===== config.mk =====
export PLATFORM = sky130hd
export DESIGN_NAME = bj_ram_sequencer
export DESIGN_NICKNAME = d
export VERILOG_FILES = /design/src/rtl/bj_ram_pkg.sv /design/src/rtl/bj_payout_calc.sv /design/src/rtl/bj_ram_sequencer.sv
export SDC_FILE = /design/constraint.sdc
export NUM_CORES = 1
export LEC_CHECK = 0
export CORE_MARGIN = 2
export CORE_UTILIZATION = 53
export CTS_CLUSTER_DIAMETER = 80
export DETAILED_ROUTE_END_ITERATION = 8
export PLACE_DENSITY = 0.81
export SETUP_SLACK_MARGIN = 0.02
export SLEW_MARGIN = 20
export SYNTH_ARGS = -nofsm -noshare
export SYNTH_HDL_FRONTEND = slang
export SYNTH_SLANG_ARGS = --single-unit
export TNS_END_PERCENT = 5

===== constraint.sdc =====
create_clock -name clk -period 4.65 [get_ports clk]
set_input_delay 1.1625 -clock clk [delete_from_list [all_inputs] [get_ports clk]]
set_output_delay 1.1625 -clock clk [all_outputs]
set_load 0.1 [all_outputs]

===== src/rtl/bj_ram_pkg.sv =====
// Shared constants for the blackjack RAM sequencer and the table RAM:
// memory map, command op encoding and hand outcome encoding.
package bj_ram_pkg;

    // Fixed part of the memory map; card slots follow from ADDR_PCARDS.
    localparam logic [3:0] ADDR_BALANCE = 4'd0;
    localparam logic [3:0] ADDR_BET     = 4'd1;
    localparam logic [3:0] ADDR_PCOUNT  = 4'd2;
    localparam logic [3:0] ADDR_DCOUNT  = 4'd3;
    localparam logic [3:0] ADDR_PCARDS  = 4'd4;

    // Command encoding on req_op.
    localparam logic [1:0] OP_PLACE_BET   = 2'd0;
    localparam logic [1:0] OP_DEAL_PLAYER = 2'd1;
    localparam logic [1:0] OP_DEAL_DEALER = 2'd2;
    localparam logic [1:0] OP_SETTLE      = 2'd3;

    // Outcome encoding in req_operand[1:0] for SETTLE.
    localparam logic [1:0] OUT_LOSE      = 2'd0;
    localparam logic [1:0] OUT_PUSH      = 2'd1;
    localparam logic [1:0] OUT_WIN       = 2'd2;
    localparam logic [1:0] OUT_BLACKJACK = 2'd3;

    // Dealer card slots start right after the player's slots.
    function automatic logic [3:0] dealer_base(input int unsigned max_cards);
        return 4'(32'(ADDR_PCARDS) + max_cards);
    endfunction

endpackage


===== src/rtl/bj_payout_calc.sv =====
// Combinational payout for a settled hand: 0, bet, 2*bet or 2*bet+bet/2.
// Result is two bits wider than the bet so blackjack never overflows.
module bj_payout_calc
    import bj_ram_pkg::*;
#(
    parameter int CURRENCY_BITS = 16
) (
    input  logic [CURRENCY_BITS-1:0] bet,
    input  logic [1:0]               outcome,
    output logic [CURRENCY_BITS+1:0] payout
);

    logic [CURRENCY_BITS+1:0] bet_w;

    // Select the payout multiple for the outcome.
    always_comb begin
        bet_w  = {2'b00, bet};
        payout = '0;
        case (outcome)
            OUT_LOSE:      payout = '0;
            OUT_PUSH:      payout = bet_w;
            OUT_WIN:       payout = bet_w << 1;
            OUT_BLACKJACK: payout = (bet_w << 1) + (bet_w >> 1);
            default:       payout = '0;
        endcase
    end

endmodule


===== src/rtl/bj_ram_sequencer.sv =====
// Blackjack table sequencer driving a single-port RAM with registered reads.
// Each command does one or two reads, decides accept/reject, then issues its
// writes one per cycle. Define BJ_SEQ_SAT_EN to saturate the settled balance
// instead of letting it wrap.
module bj_ram_sequencer
    import bj_ram_pkg::*;
#(
    parameter int CURRENCY_BITS = 16,
    parameter int MAX_CARDS     = 6
) (
    input  logic                     clk,
    input  logic                     rst,
    input  logic                     req_valid,
    output logic                     req_ready,
    input  logic [1:0]               req_op,
    input  logic [CURRENCY_BITS-1:0] req_operand,
    output logic                     done,
    output logic                     err,
    output logic [3:0]               ram_addr,
    output logic [CURRENCY_BITS-1:0] ram_wdata,
    output logic                     ram_we,
    input  logic [CURRENCY_BITS-1:0] ram_rdata
);

    localparam int W = CURRENCY_BITS;
    localparam logic [3:0] DEALER_BASE = dealer_base(MAX_CARDS);

`ifdef BJ_SEQ_SAT_EN
    localparam bit SAT_EN = 1'b1;
`else
    localparam bit SAT_EN = 1'b0;
`endif

    localparam logic [2:0] S_IDLE       = 3'd0;
    localparam logic [2:0] S_RD_ISSUE   = 3'd1;
    localparam logic [2:0] S_RD_CAPTURE = 3'd2;
    localparam logic [2:0] S_WRITE      = 3'd3;
    localparam logic [2:0] S_DONE       = 3'd4;

    logic [2:0]   state;
    logic [1:0]   op_q;
    logic [W-1:0] operand_q;
    logic         rd_idx;
    logic [1:0]   wr_idx;
    logic [W-1:0] val_a;      // balance (bet), count (deal), bet (settle)
    logic [W-1:0] val_b;      // balance (settle)
    logic         err_q;

    logic [3:0]   rd_addr;
    logic         last_rd;
    logic         reject;
    logic         wr_last;
    logic [3:0]   wr_addr;
    logic [W-1:0] wr_data;
    logic [W+1:0] payout;
    logic [W+1:0] balance_sum;
    logic [W-1:0] new_balance;

    bj_payout_calc #(.CURRENCY_BITS(W)) u_payout (
        .bet     (val_a),
        .outcome (operand_q[1:0]),
        .payout  (payout)
    );

    // Read address, accept/reject decision on the final read, settled balance.
    always_comb begin
        rd_addr = ADDR_BALANCE;
        reject  = 1'b0;
        case (op_q)
            OP_PLACE_BET: begin
                rd_addr = ADDR_BALANCE;
                reject  = (operand_q == '0) || (operand_q > ram_rdata);
            end
            OP_DEAL_PLAYER: begin
                rd_addr = ADDR_PCOUNT;
                reject  = ram_rdata >= W'(MAX_CARDS);
            end
            OP_DEAL_DEALER: begin
                rd_addr = ADDR_DCOUNT;
                reject  = ram_rdata >= W'(MAX_CARDS);
            end
            default: begin
                rd_addr = rd_idx ? ADDR_BALANCE : ADDR_BET;
                reject  = 1'b0;
            end
        endcase
        last_rd     = (op_q != OP_SETTLE) || rd_idx;
        wr_last     = (op_q == OP_SETTLE) ? (wr_idx == 2'd3) : (wr_idx == 2'd1);
        balance_sum = {2'b00, val_b} + payout;
        new_balance = (SAT_EN && (|balance_sum[W+1:W])) ? '1 : balance_sum[W-1:0];
    end

    // Address/data of the current write slot, in command-specific order.
    always_comb begin
        wr_addr = ADDR_BALANCE;
        wr_data = '0;
        case (op_q)
            OP_PLACE_BET: begin
                wr_addr = wr_idx[0] ? ADDR_BET : ADDR_BALANCE;
                wr_data = wr_idx[0] ? operand_q : (val_a - operand_q);
            end
            OP_DEAL_PLAYER, OP_DEAL_DEALER: begin
                if (wr_idx[0]) begin
                    wr_addr = (op_q == OP_DEAL_PLAYER) ? ADDR_PCOUNT : ADDR_DCOUNT;
                    wr_data = val_a + W'(1);
                end else begin
                    wr_addr = ((op_q == OP_DEAL_PLAYER) ? ADDR_PCARDS : DEALER_BASE) + val_a[3:0];
                    wr_data = {{(W-4){1'b0}}, operand_q[3:0]};
                end
            end
            default: begin
                wr_addr = {2'b00, wr_idx};
                wr_data = (wr_idx == 2'd0) ? new_balance : '0;
            end
        endcase
    end

    // RAM port and handshake outputs decoded from the state.
    always_comb begin
        req_ready = (state == S_IDLE);
        done      = (state == S_DONE);
        err       = (state == S_DONE) && err_q;
        ram_we    = (state == S_WRITE) && !rst;   // reset cancels a write in flight
        ram_addr  = (state == S_RD_ISSUE) ? rd_addr :
                    (state == S_WRITE)    ? wr_addr : 4'd0;
        ram_wdata = (state == S_WRITE) ? wr_data : '0;
    end

    // Command sequencing: accept, read(s), write(s), completion pulse.
    always_ff @(posedge clk) begin
        if (rst) begin
            state     <= S_IDLE;
            op_q      <= '0;
            operand_q <= '0;
            rd_idx    <= 1'b0;
            wr_idx    <= '0;
            val_a     <= '0;
            val_b     <= '0;
            err_q     <= 1'b0;
        end else begin
            case (state)
                S_IDLE: begin
                    if (req_valid) begin
                        op_q      <= req_op;
                        operand_q <= req_operand;
                        rd_idx    <= 1'b0;
                        wr_idx    <= '0;
                        err_q     <= 1'b0;
                        state     <= S_RD_ISSUE;
                    end
                end
                S_RD_ISSUE: state <= S_RD_CAPTURE;
                S_RD_CAPTURE: begin
                    if (rd_idx) val_b <= ram_rdata;
                    else        val_a <= ram_rdata;
                    if (!last_rd) begin
                        rd_idx <= 1'b1;
                        state  <= S_RD_ISSUE;
                    end else if (reject) begin
                        err_q <= 1'b1;
                        state <= S_DONE;
                    end else begin
                        state <= S_WRITE;
                    end
                end
                S_WRITE: begin
                    if (wr_last) state <= S_DONE;
                    else         wr_idx <= wr_idx + 2'd1;
                end
                S_DONE:  state <= S_IDLE;
                default: state <= S_IDLE;
            endcase
        end
    end

endmodule


==> flow_summary_export.csv, run 1 <==
group,metric,value,unit
outcome,status,"finished with violations",
outcome,violations,"setup timing",
detailed_routing,via_per_inst,6.11,
cts,numCtsBuffers,9,
critical_path,cp_num_cells,20,
cts,clk_latency,350,ps
detailed_routing,drc_errors,0,
synthesis,syn_area_per_cell,7.12,sq um
detailed_routing,postRouteWirelength,19.4,mm
floorplan,start_util,54.0,%
critical_path,arrival,4090,ps
pwr,power_density,309,nW/um^2
synthesis,yosys-top-cells-area,"dfxtp_1 (20%), ha_1 (14%), nand2_1 (9.3%)",
layout,fillCellCount,924,
cts,cts-root-buf,"clkbuf_8",
timing,fin_crit,5250,ps
synthesis,ys.warnings.count,0,
detailed_routing,drt-initial-drc-count,611,
floorplan,rows,38,
synthesis,synth-seq-cells,57,
timing,relSlewSlack,35.5,%
hold_path,hold_path_class,"reg -> reg",
floorplan,ioPinCount,61,
pwr,vdd_drop_max,0.000194,V
synthesis,synth.top_cell.area_share,19.7,%
detailed_routing,vias,6500,
timing,hold_viol_final,0,
critical_path,r2r_start,"operand_q[1]$_SDFFE_PP0P_",
timing,tightestPinTransition,964,ps
critical_path,crit_slowest_cell,"dfxtp_1",
critical_path,start_kind,"flop",
synthesis,synth_edf_count,0,
pwr,total_power,2.30,mW
detailed_routing,wl_per_cell,18.2,um
layout,final_util,69.2,%
synthesis,async_flop_share,0,%
global_routing,grt_pass1_vias,6326,
critical_path,path_class,"reg -> out",
detailed_routing,detail-route-antenna-nets,0,
cts,cts_hold_buf,0,
cts,cts_tree,"yes",
synthesis,synthFlopType,"dfxtp_1",
critical_path,r2r-end,"state[1]$_SDFFE_PP0P_",
timing,min_period_over_period,113,%
global_routing,grt_use_total,34.4,%
critical_path,worstSetupEndpoint,"ram_wdata[15]",
timing,clock_skew,11.0,ps
synthesis,synth.largest_area_cell,"dfxtp_1",
critical_path,reg2reg_depth,11,
critical_path,cp_cell_sequence,"ha_1 -> a21o_1 -> a21oi_2 -> o21ai_1 -> a21o_1 -> a21oi_2 -> buf_4 -> o21ai_1 -> xor2_1 -> mux2i_1 -> o21ai_1 -> ha_1 -> or3_1 -> o21bai_1 -> a31oi_1 -> o21bai_1 -> a21oi_2 -> xnor2_1 -> o22ai_2 -> buf_12",
floorplan,dieArea,11800,sq um
floorplan,die_w,109,um
placement,place.port_buffers,60,
cts,clockBufferDepth,2,
global_routing,antenna_found_initial,0,
critical_path,crit_start,"val_a[3]$_SDFFE_PP0P_",
synthesis,postSynthCellCount,814,
synthesis,syn_area,5800,sq um
global_routing,gr-total-overflow,0,
critical_path,critPathMaxStageDelay,400,ps
synthesis,seq_area_frac_synth,19.7,%
synthesis,synth_cell_types,64,
floorplan,die_h,109,um
global_routing,grt_pass1_wl,31.5,mm
timing,tns,-3540,ps
placement,gp_congestion,0.995,
critical_path,worstPathRequired,3490,ps
layout,drive_gt1_share,17.2,%
global_routing,grt_max_degree,58,
placement,hpwlAfterDp,14.4,mm
pwr,cellLeakagePower,3.09,nW
timing,max_freq,190,MHz
layout,antennaDiodeCount,0,
critical_path,reg2reg_setup_slack,2010,ps
layout,area_growth,28.3,%
detailed_routing,drtPass1Iterations,5,
critical_path,critPathBufInv,2,
timing,worst_slack,-604,ps
cts,clock-sinks,57,
critical_path,cp-end-kind,"output pin",
flow_run,maxCapViolations,0,
critical_path,critPathTopFamily,"compound AO/OA/AOI/OAI gates",
timing,rsz0062_at_grt,"true",
cts,h-tree-depth,3,
timing,drv_slew,0,
critical_path,crit_fanout,4,
cts,clkTransAtPathRegs,60,ps
synthesis,syn-num-nets,922,
floorplan,design.core.area,10700,sq um
timing,final-setup-viol-count,9,
layout,fin_nets,1026,
timing,fin_hold_ws,455,ps
[synth_stat cells, types with 6 or more instances]
cell type,count
xor2_1,23
mux2i_1,7
dfxtp_1,57
nand4_1,11
o21ai_1,16
o21ai_0,32
a21o_1,15
o21bai_1,7
nand2_1,144
nand3_1,16
nor2_1,57
nor2b_1,6
ha_1,67
nor3_1,18
nor4_1,7
clkbuf_1,33
a211oi_1,8
inv_1,50
a21oi_1,102
nand2b_1,7
a31oi_1,9
a221oi_1,6
xnor2_1,30
[per-stage QoR]
step / instances / instance area (sq um) / setup slack [ps]
final: 1063 / 7440 / -604
after detailed placement: 1042 / 7110 / -474
after global routing: 1063 / 7440 / -848
after floorplan: 814 / 5850 / -806
after CTS: 1063 / 7400 / -600
after global placement: 1042 / 7110 / -361
[area by class of cell]
class / count / area (sq um) / area share (%)
Clock inverter: 3 / 15.0 / 0.202
Timing Repair Buffer: 131 / 1270 / 17.1
Inverter: 52 / 195 / 2.62
Sequential cell: 57 / 1140 / 15.4
Tap cell: 140 / 175 / 2.36
Clock buffer: 13 / 159 / 2.14
Multi-Input combinational cell: 667 / 4480 / 60.2
[routing by layer]
layer / vias up / global-route usage [%] / wire, um
met2: 333 / 55.3 / 8820
met5: - / 0 / 0
li1: 3082 / - / -
met4: 0 / 17.5 / 911
met3: 73 / 6.81 / 1760
met1: 3012 / 43.5 / 7890
[worst min-delay path by stage]
stage | startpoint | end | slack [ps] | depth (start not counted)
after floorplan | err_q$_SDFFE_PP0P_ | err_q$_SDFFE_PP0P_ | 430 | 2
after global placement | err_q$_SDFFE_PP0P_ | err_q$_SDFFE_PP0P_ | 440 | 2
after detailed placement | err_q$_SDFFE_PP0P_ | err_q$_SDFFE_PP0P_ | 440 | 2
after CTS | err_q$_SDFFE_PP0P_ | err_q$_SDFFE_PP0P_ | 450 | 2
after global routing | val_b[0]$_SDFFE_PP0P_ | val_b[0]$_SDFFE_PP0P_ | 480 | 2
final | err_q$_SDFFE_PP0P_ | err_q$_SDFFE_PP0P_ | 460 | 2
[worst min-delay path, stage by stage (launching register included)]
cell	delay [ps]
dfxtp_1	300
inv_1	50
a211oi_1	60
[registers in the layout, indices dropped and copies added, names as in the netlist]
| name | cells |
|---|---|
| operand_q | 16 |
| val_a | 16 |
| val_b | 16 |
| state | 3 |
| op_q | 2 |
| wr_idx | 2 |
| err_q | 1 |
| rd_idx | 1 |
[kinds of logic (layout without fill, tap and decap cells)]
| logic type | count (synthesis) | count (layout) | share of synthesized area, % |
|---|---|---|---|
| AO/OA/AOI/OAI | 244 | 244 | 27.0 |
| adder cells (fa/ha/maj) | 71 | 71 | 15.8 |
| multiplexers | 9 | 9 | 1.60 |
| buffers and inverters | 90 | 199 | 5.83 |
| XOR/XNOR | 53 | 53 | 8.01 |
| flip-flops | 57 | 57 | 19.7 |
| AND/OR/NAND/NOR | 290 | 290 | 22.1 |
[power by group]
group          leakage [nW]  switching, mW  total, mW  internal, mW
combinational          2.53          0.755       1.27         0.511
sequential            0.465         0.0655      0.598         0.533
clock                0.0932          0.215      0.435         0.220
[cells in the final DEF, fill, tap and decap left out, drive strengths merged, types with 9 or more instances in the layout]
master / synthesis / final
nand4: 11 / 11
a21o: 15 / 15
dfxtp: 57 / 57
buf: 5 / 93
nand3: 16 / 16
inv: 51 / 51
nor3: 18 / 18
nand2: 144 / 144
ha: 67 / 67
xor2: 23 / 23
a31oi: 9 / 9
clkdlybuf4s50: 0 / 38
a211oi: 10 / 10
clkbuf: 33 / 13
nor2: 57 / 57
a21oi: 103 / 103
o21ai: 49 / 49
xnor2: 30 / 30
[repair_timing]
action / in CTS / in global routing
setup buffers: 5 / 0
gates resized for setup: 24 / 7
pin swaps: 23 / 5
endpoints found under the setup margin: 9 / 10
No activity file was read; power rests on OpenSTA's default activity.
==> run 2, diff against run 1 <==
- CORE_ASPECT_RATIO: default -> 0.9
- clock period: 4.65 -> 4.5 ns (I/O delays scaled with it)
==> run 2 against run 1 <==
Against the previous run: the flow still finishes with violations (setup timing); highest routed layer unchanged; first-iteration DRC count fell by 2.6%; clock skew down 7.1 ps; worst setup slack lost 170 ps; die area about the same; largest power group unchanged; hold slack better by 4.4 ps.
==> flow_summary_export.csv, run 2 (synthesis gave the netlist of run 1 again) <==
group,metric,value,unit
detailed_routing,vias,6467,
critical_path,r2r_start,"operand_q[1]$_SDFFE_PP0P_",
layout,final_area,7650,sq um
cts,h-tree-depth,3,
layout,drive_gt1_share,18.8,%
global_routing,grt_use_total,32.9,%
pwr,vdd_drop_max,0.000276,V
timing,rsz0062_at_grt,"true",
critical_path,crit_fanout,10,
critical_path,critPathMaxStageDelay,350,ps
layout,fillCellCount,861,
critical_path,path_class,"reg -> out",
pwr,power_density,329,nW/um^2
outcome,status,"finished with violations",
global_routing,gr-total-overflow,0,
timing,hold_viol_final,0,
timing,tightestPinTransition,962,ps
timing,fin_hold_ws,460,ps
critical_path,worstPathRequired,3380,ps
critical_path,cp_cell_sequence,"buf_6 -> ha_4 -> a21oi_2 -> buf_4 -> xnor2_1 -> nor2_1 -> a21oi_1 -> o21ai_0 -> ha_1 -> a21oi_1 -> nor2b_1 -> a311o_1 -> o311ai_4 -> a21oi_2 -> o211a_1 -> o21ai_2 -> mux2i_2 -> a211oi_4 -> buf_12",
global_routing,met3_usage,5.13,%
layout,seqCellArea,1150,sq um
global_routing,grt_pass1_wl,30.4,mm
timing,final-setup-viol-count,9,
cts,numCtsBuffers,9,
global_routing,grt_max_degree,58,
cts,cts-root-buf,"clkbuf_16",
detailed_routing,via_per_inst,6.04,
layout,area_growth,31.9,%
placement,place.port_buffers,60,
global_routing,grt_pass1_vias,6008,
cts,clock-sinks,57,
floorplan,die_w,114,um
layout,reg.largest.list,"operand_q: 16 flops, val_a: 16 flops, val_b: 16 flops",
pwr,cellLeakagePower,3.19,nW
timing,max_freq,190,MHz
timing,drv_slew,0,
detailed_routing,drc_errors,0,
detailed_routing,detail-route-antenna-nets,0,
timing,min_period_over_period,117,%
critical_path,arrival,4150,ps
timing,fin_crit,5270,ps
placement,gp_congestion,1.01,
placement,placedCellCount,1050,
outcome,violations,"setup timing",
cts,clockBufferDepth,2,
placement,hpwlAfterDp,14.2,mm
placement,pre_cts_ws,-490,ps
layout,multi_input_comb_area,4500,sq um
layout,fin_nets,1042,
floorplan,start_util,53.9,%
cts,cts_tree,"yes",
floorplan,die_h,103,um
critical_path,crit_start,"val_a[2]$_SDFFE_PP0P_",
detailed_routing,drt-initial-drc-count,595,
critical_path,crit_slowest_cell,"dfxtp_4",
global_routing,antenna_found_initial,0,
cts,cts_hold_buf,0,
floorplan,dieArea,11800,sq um
cts,clkTransAtPathRegs,50,ps
floorplan,ioPinCount,61,
timing,worst_slack,-772,ps
layout,antennaDiodeCount,0,
layout,final_cell_mix,"nand2_1 (144), a21oi_1 (95), buf_4 (90)",
cts,clk_latency,330,ps
hold_path,hold_path_class,"reg -> reg",
global_routing,gr-usage-met1,43.7,%
placement,place_area,7210,sq um
layout,layout_commonest_cell,"nand2_1",
timing,clock_skew,3.92,ps
global_routing,grtUsageMet2,54.3,%
detailed_routing,drtPass1Iterations,7,
floorplan,rows,36,
hold_path,min-delay-start,"val_b[10]$_SDFFE_PP0P_",
detailed_routing,postRouteWirelength,19.1,mm
critical_path,start_kind,"flop",
layout,fin_cells,1070,
flow_run,maxCapViolations,0,
detailed_routing,wl_per_cell,17.8,um
global_routing,grt.busiest_layer,"met2",
timing,relSlewSlack,35.6,%
floorplan,design.core.area,10800,sq um
critical_path,cp-end-kind,"output pin",
==> run 2: cell types whose count changed in the layout (fill, tap and decap cells not counted), moves of 3 or more <==
cell	change
clkbuf_8	-11
o21ai_0	-3
buf_4	+15
clkbuf_16	+9
==> run 2: area by class of cell <==
type / instances / area share, %
inverters: 52 / 2.55
clock buffers: 13 / 3.14
multi-input cells: 667 / 58.8
repair buffers: 147 / 18.2
flip-flops and latches: 57 / 15.0
clock inverters: 1 / 0.0654
well taps: 133 / 2.18
==> run 2: layer usage <==
| layer | vias to the layer above | part of all wire (%) |
|---|---|---|
| met5 | - | 0 |
| met4 | 0 | 3.5 |
| met3 | 59 | 8.0 |
| met2 | 291 | 45 |
| met1 | 3015 | 43 |
| li1 | 3102 | - |
==> run 2: power breakdown <==
part           switching (mW)  internal, mW
Combinational           0.757         0.541
Clock                   0.241         0.366
Sequential             0.0620         0.552
Total                    1.06          1.46
==> run 2: through the flow <==
stage / power (mW) / setup TNS, ps / utilization, %
floorplan: 1.49 / -8220 / -
global placement: 1.85 / -2210 / 67.0
detailed placement: 1.87 / -2500 / 67.0
CTS: 2.48 / -4900 / 70.0
global route: 2.66 / -7100 / 71.0
finish: 2.52 / -5360 / 71.0
==> run 2: worst paths after layout <==
kind / end / slack [ps] / depth (start not counted)
worst max register to register: state[1]$_SDFFE_PP0P_ / 1800 / 11
worst min register to register: val_b[10]$_SDFFE_PP0P_ / 460 / 2
worst max-delay path: ram_wdata[14] / -770 / 19
worst min-delay path: val_b[10]$_SDFFE_PP0P_ / 460 / 2
==> run 2: repair_timing <==
item,4_1_cts,5_1_grt
pin swaps,22,21
endpoints found under the setup margin,11,12
gates resized for setup,19,22
setup buffers,2,4
==> run 2: critical path, delay by kind of cell, from the launching register on <==
kind | cells | cell delay, ps
AOI/OAI and AO/OA | 10 | 2000
adders and majority gates | 2 | 600
buffers and inverters | 3 | 510
DFF | 1 | 350
xor gates and xnor gates | 1 | 120
and+or+nand+nor | 2 | 120
muxes | 1 | 100
==> run 3, diff against run 2 <==
- ABC_CLOCK_PERIOD_IN_PS: default -> 4500
- CORE_UTILIZATION: 53 -> 54
- CTS_BUF_LIST: default -> sky130_fd_sc_hd__clkbuf_8
- PLACE_DENSITY: 0.81 -> 0.83
==> run 3 against run 2 <==
Against the previous run: the run ends with DRC, setup timing left; combinational power about the same; clock-buffer cell count decreased by 2; sequential power about the same; non-clock buffer count decreased by 3; sequential share of layout area increased by 0.17 points.
==> flow_summary_export.csv, run 3 (synthesis gave the netlist of run 1 again) <==
group,metric,value,unit
layout,drive_gt1_share,18.5,%
layout,antennaDiodeCount,0,
cts,clkTransAtPathRegs,70,ps
layout,seqCellArea,1140,sq um
cts,numCtsBuffers,9,
cts,clockBufferDepth,2,
timing,min_period_over_period,118,%
detailed_routing,wl_per_cell,18.1,um
outcome,status,"finished with violations",
placement,hpwlAfterDp,14.7,mm
layout,fin_nets,1039,
global_routing,gr-total-overflow,0,
placement,gp_congestion,0.928,
placement,pre_cts_ws,-499,ps
floorplan,start_util,56.1,%
timing,clock_skew,5.05,ps
detailed_routing,drt-initial-drc-count,551,
critical_path,worstPathRequired,3380,ps
detailed_routing,detail-route-antenna-nets,0,
cts,clk_latency,360,ps
timing,hold_viol_final,0,
pwr,cellLeakagePower,3.15,nW
placement,place.port_buffers,60,
global_routing,antenna_found_initial,1,
timing,relSlewSlack,35.5,%
global_routing,grt_pass1_vias,6257,
layout,final_cell_mix,"nand2_1 (143), a21oi_1 (95), buf_4 (90)",
timing,rsz0062_at_grt,"true",
cts,cts_hold_buf,0,
floorplan,dieArea,11600,sq um
layout,fillCellCount,826,
floorplan,ioPinCount,61,
flow_run,maxCapViolations,0,
layout,layout_commonest_cell,"nand2_1",
critical_path,start_kind,"flop",
cts,cts-root-buf,"clkbuf_8",
timing,max_freq,188,MHz
placement,place_area,7200,sq um
floorplan,design.core.area,10300,sq um
pwr,vdd_drop_max,0.000179,V
floorplan,rows,35,
cts,clock-sinks,57,
pwr,power_density,312,nW/um^2
critical_path,path_class,"reg -> out",
layout,multi_input_comb_area,4490,sq um
critical_path,arrival,4190,ps
critical_path,crit_fanout,3,
cts,cts_tree,"yes",
outcome,violations,"DRC, setup timing",
hold_path,hold_path_class,"reg -> reg",
cts,h-tree-depth,3,
layout,final_area,7530,sq um
detailed_routing,postRouteWirelength,19.3,mm
detailed_routing,drc_errors,3,
detailed_routing,via_per_inst,6.24,
global_routing,grt_use_total,33.0,%
timing,drv_slew,0,
layout,area_growth,29.9,%
timing,fin_crit,5310,ps
global_routing,grt_max_degree,58,
layout,reg.largest.list,"operand_q: 16 flops, val_a: 16 flops, val_b: 16 flops",
timing,worst_slack,-813,ps
detailed_routing,drtPass1Iterations,7,
timing,tightestPinTransition,965,ps
critical_path,cp-end-kind,"output pin",
global_routing,grt_pass1_wl,30.6,mm
floorplan,die_h,102,um
floorplan,die_w,113,um
detailed_routing,vias,6649,
timing,final-setup-viol-count,10,
-- run 3: cell count changes in the layout (fill, tap and decap cells not counted), sizes merged --
cell and change:
clkbuf -2, buf -3, inv +2, clkinv +2
-- run 3: final cells by class --
cell class / count / share of cell area, %
Multi-Input combinational cell: 667 / 59.7
Timing Repair Buffer: 144 / 18.1
Sequential cell: 57 / 15.2
Inverter: 52 / 2.59
Tap cell: 129 / 2.14
Clock buffer: 11 / 2.01
Clock inverter: 5 / 0.299
-- run 3: path summary, 6_finish.rpt --
check,cells after the start,endpoint,startpoint,slack (ps)
max,20,ram_wdata[15],val_a[2]$_SDFFE_PP0P_,-810
min,2,err_q$_SDFFE_PP0P_,err_q$_SDFFE_PP0P_,460
max reg2reg,11,state[1]$_SDFFE_PP0P_,operand_q[1]$_SDFFE_PP0P_,1660
min reg2reg,2,err_q$_SDFFE_PP0P_,err_q$_SDFFE_PP0P_,460
-- run 3: timing repair --
item                                   in CTS  in global routing
endpoints found under the hold margin       0                  0
pin swaps                                  11                 22
buffers inserted                            3                  1
resized for setup                          12                 20
setup endpoints to repair                  11                 11
-- run 3: metal layers --
| layer | global-route usage, % | part of all wire [%] | vias to the layer above |
|---|---|---|---|
| li1 | - | - | 3100 |
| met1 | 41.1 | 41 | 3148 |
| met2 | 55.8 | 47 | 322 |
| met3 | 6.41 | 8.5 | 77 |
| met4 | 15.0 | 3.9 | 2 |
| met5 | 0 | 0.057 | - |
-- run 3: report_power, final --
group | internal, mW | total, mW | leakage, nW | switching [mW]
clock | 0.223 | 0.444 | 0.101 | 0.221
combinational | 0.537 | 1.29 | 2.59 | 0.756
sequential | 0.551 | 0.615 | 0.465 | 0.0641
-- run 3: critical path, stage by stage (launching register included) --
cell and delay (ps):
dfxtp_2 340, ha_4 160, fa_2 370, a211oi_2 180, buf_4 150, o21bai_1 70, a21oi_1 190, xnor2_1 100
mux2i_1 190, o21ai_1 90, ha_1 340, nand3_1 120, nand2_2 70, a311oi_4 300, o21bai_1 140, a31oi_1 230
o21bai_1 120, a21oi_2 150, xnor2_1 90, o22ai_2 220, buf_12 210
-- run 3: per-stage QoR --
step / total power [mW] / hold slack, ps / util [%] / TNS [ps] / std cells
after global placement: 1.82 / 439 / 69.7 / -2010 / 1045
after floorplan: 1.49 / 429 / - / -8220 / 814
after detailed placement: 1.87 / 453 / 69.7 / -2590 / 1045
after CTS: 2.32 / 463 / 72.1 / -5430 / 1064
after global routing: 2.48 / 473 / 72.9 / -7910 / 1065
final: 2.35 / 461 / 72.9 / -5910 / 1065
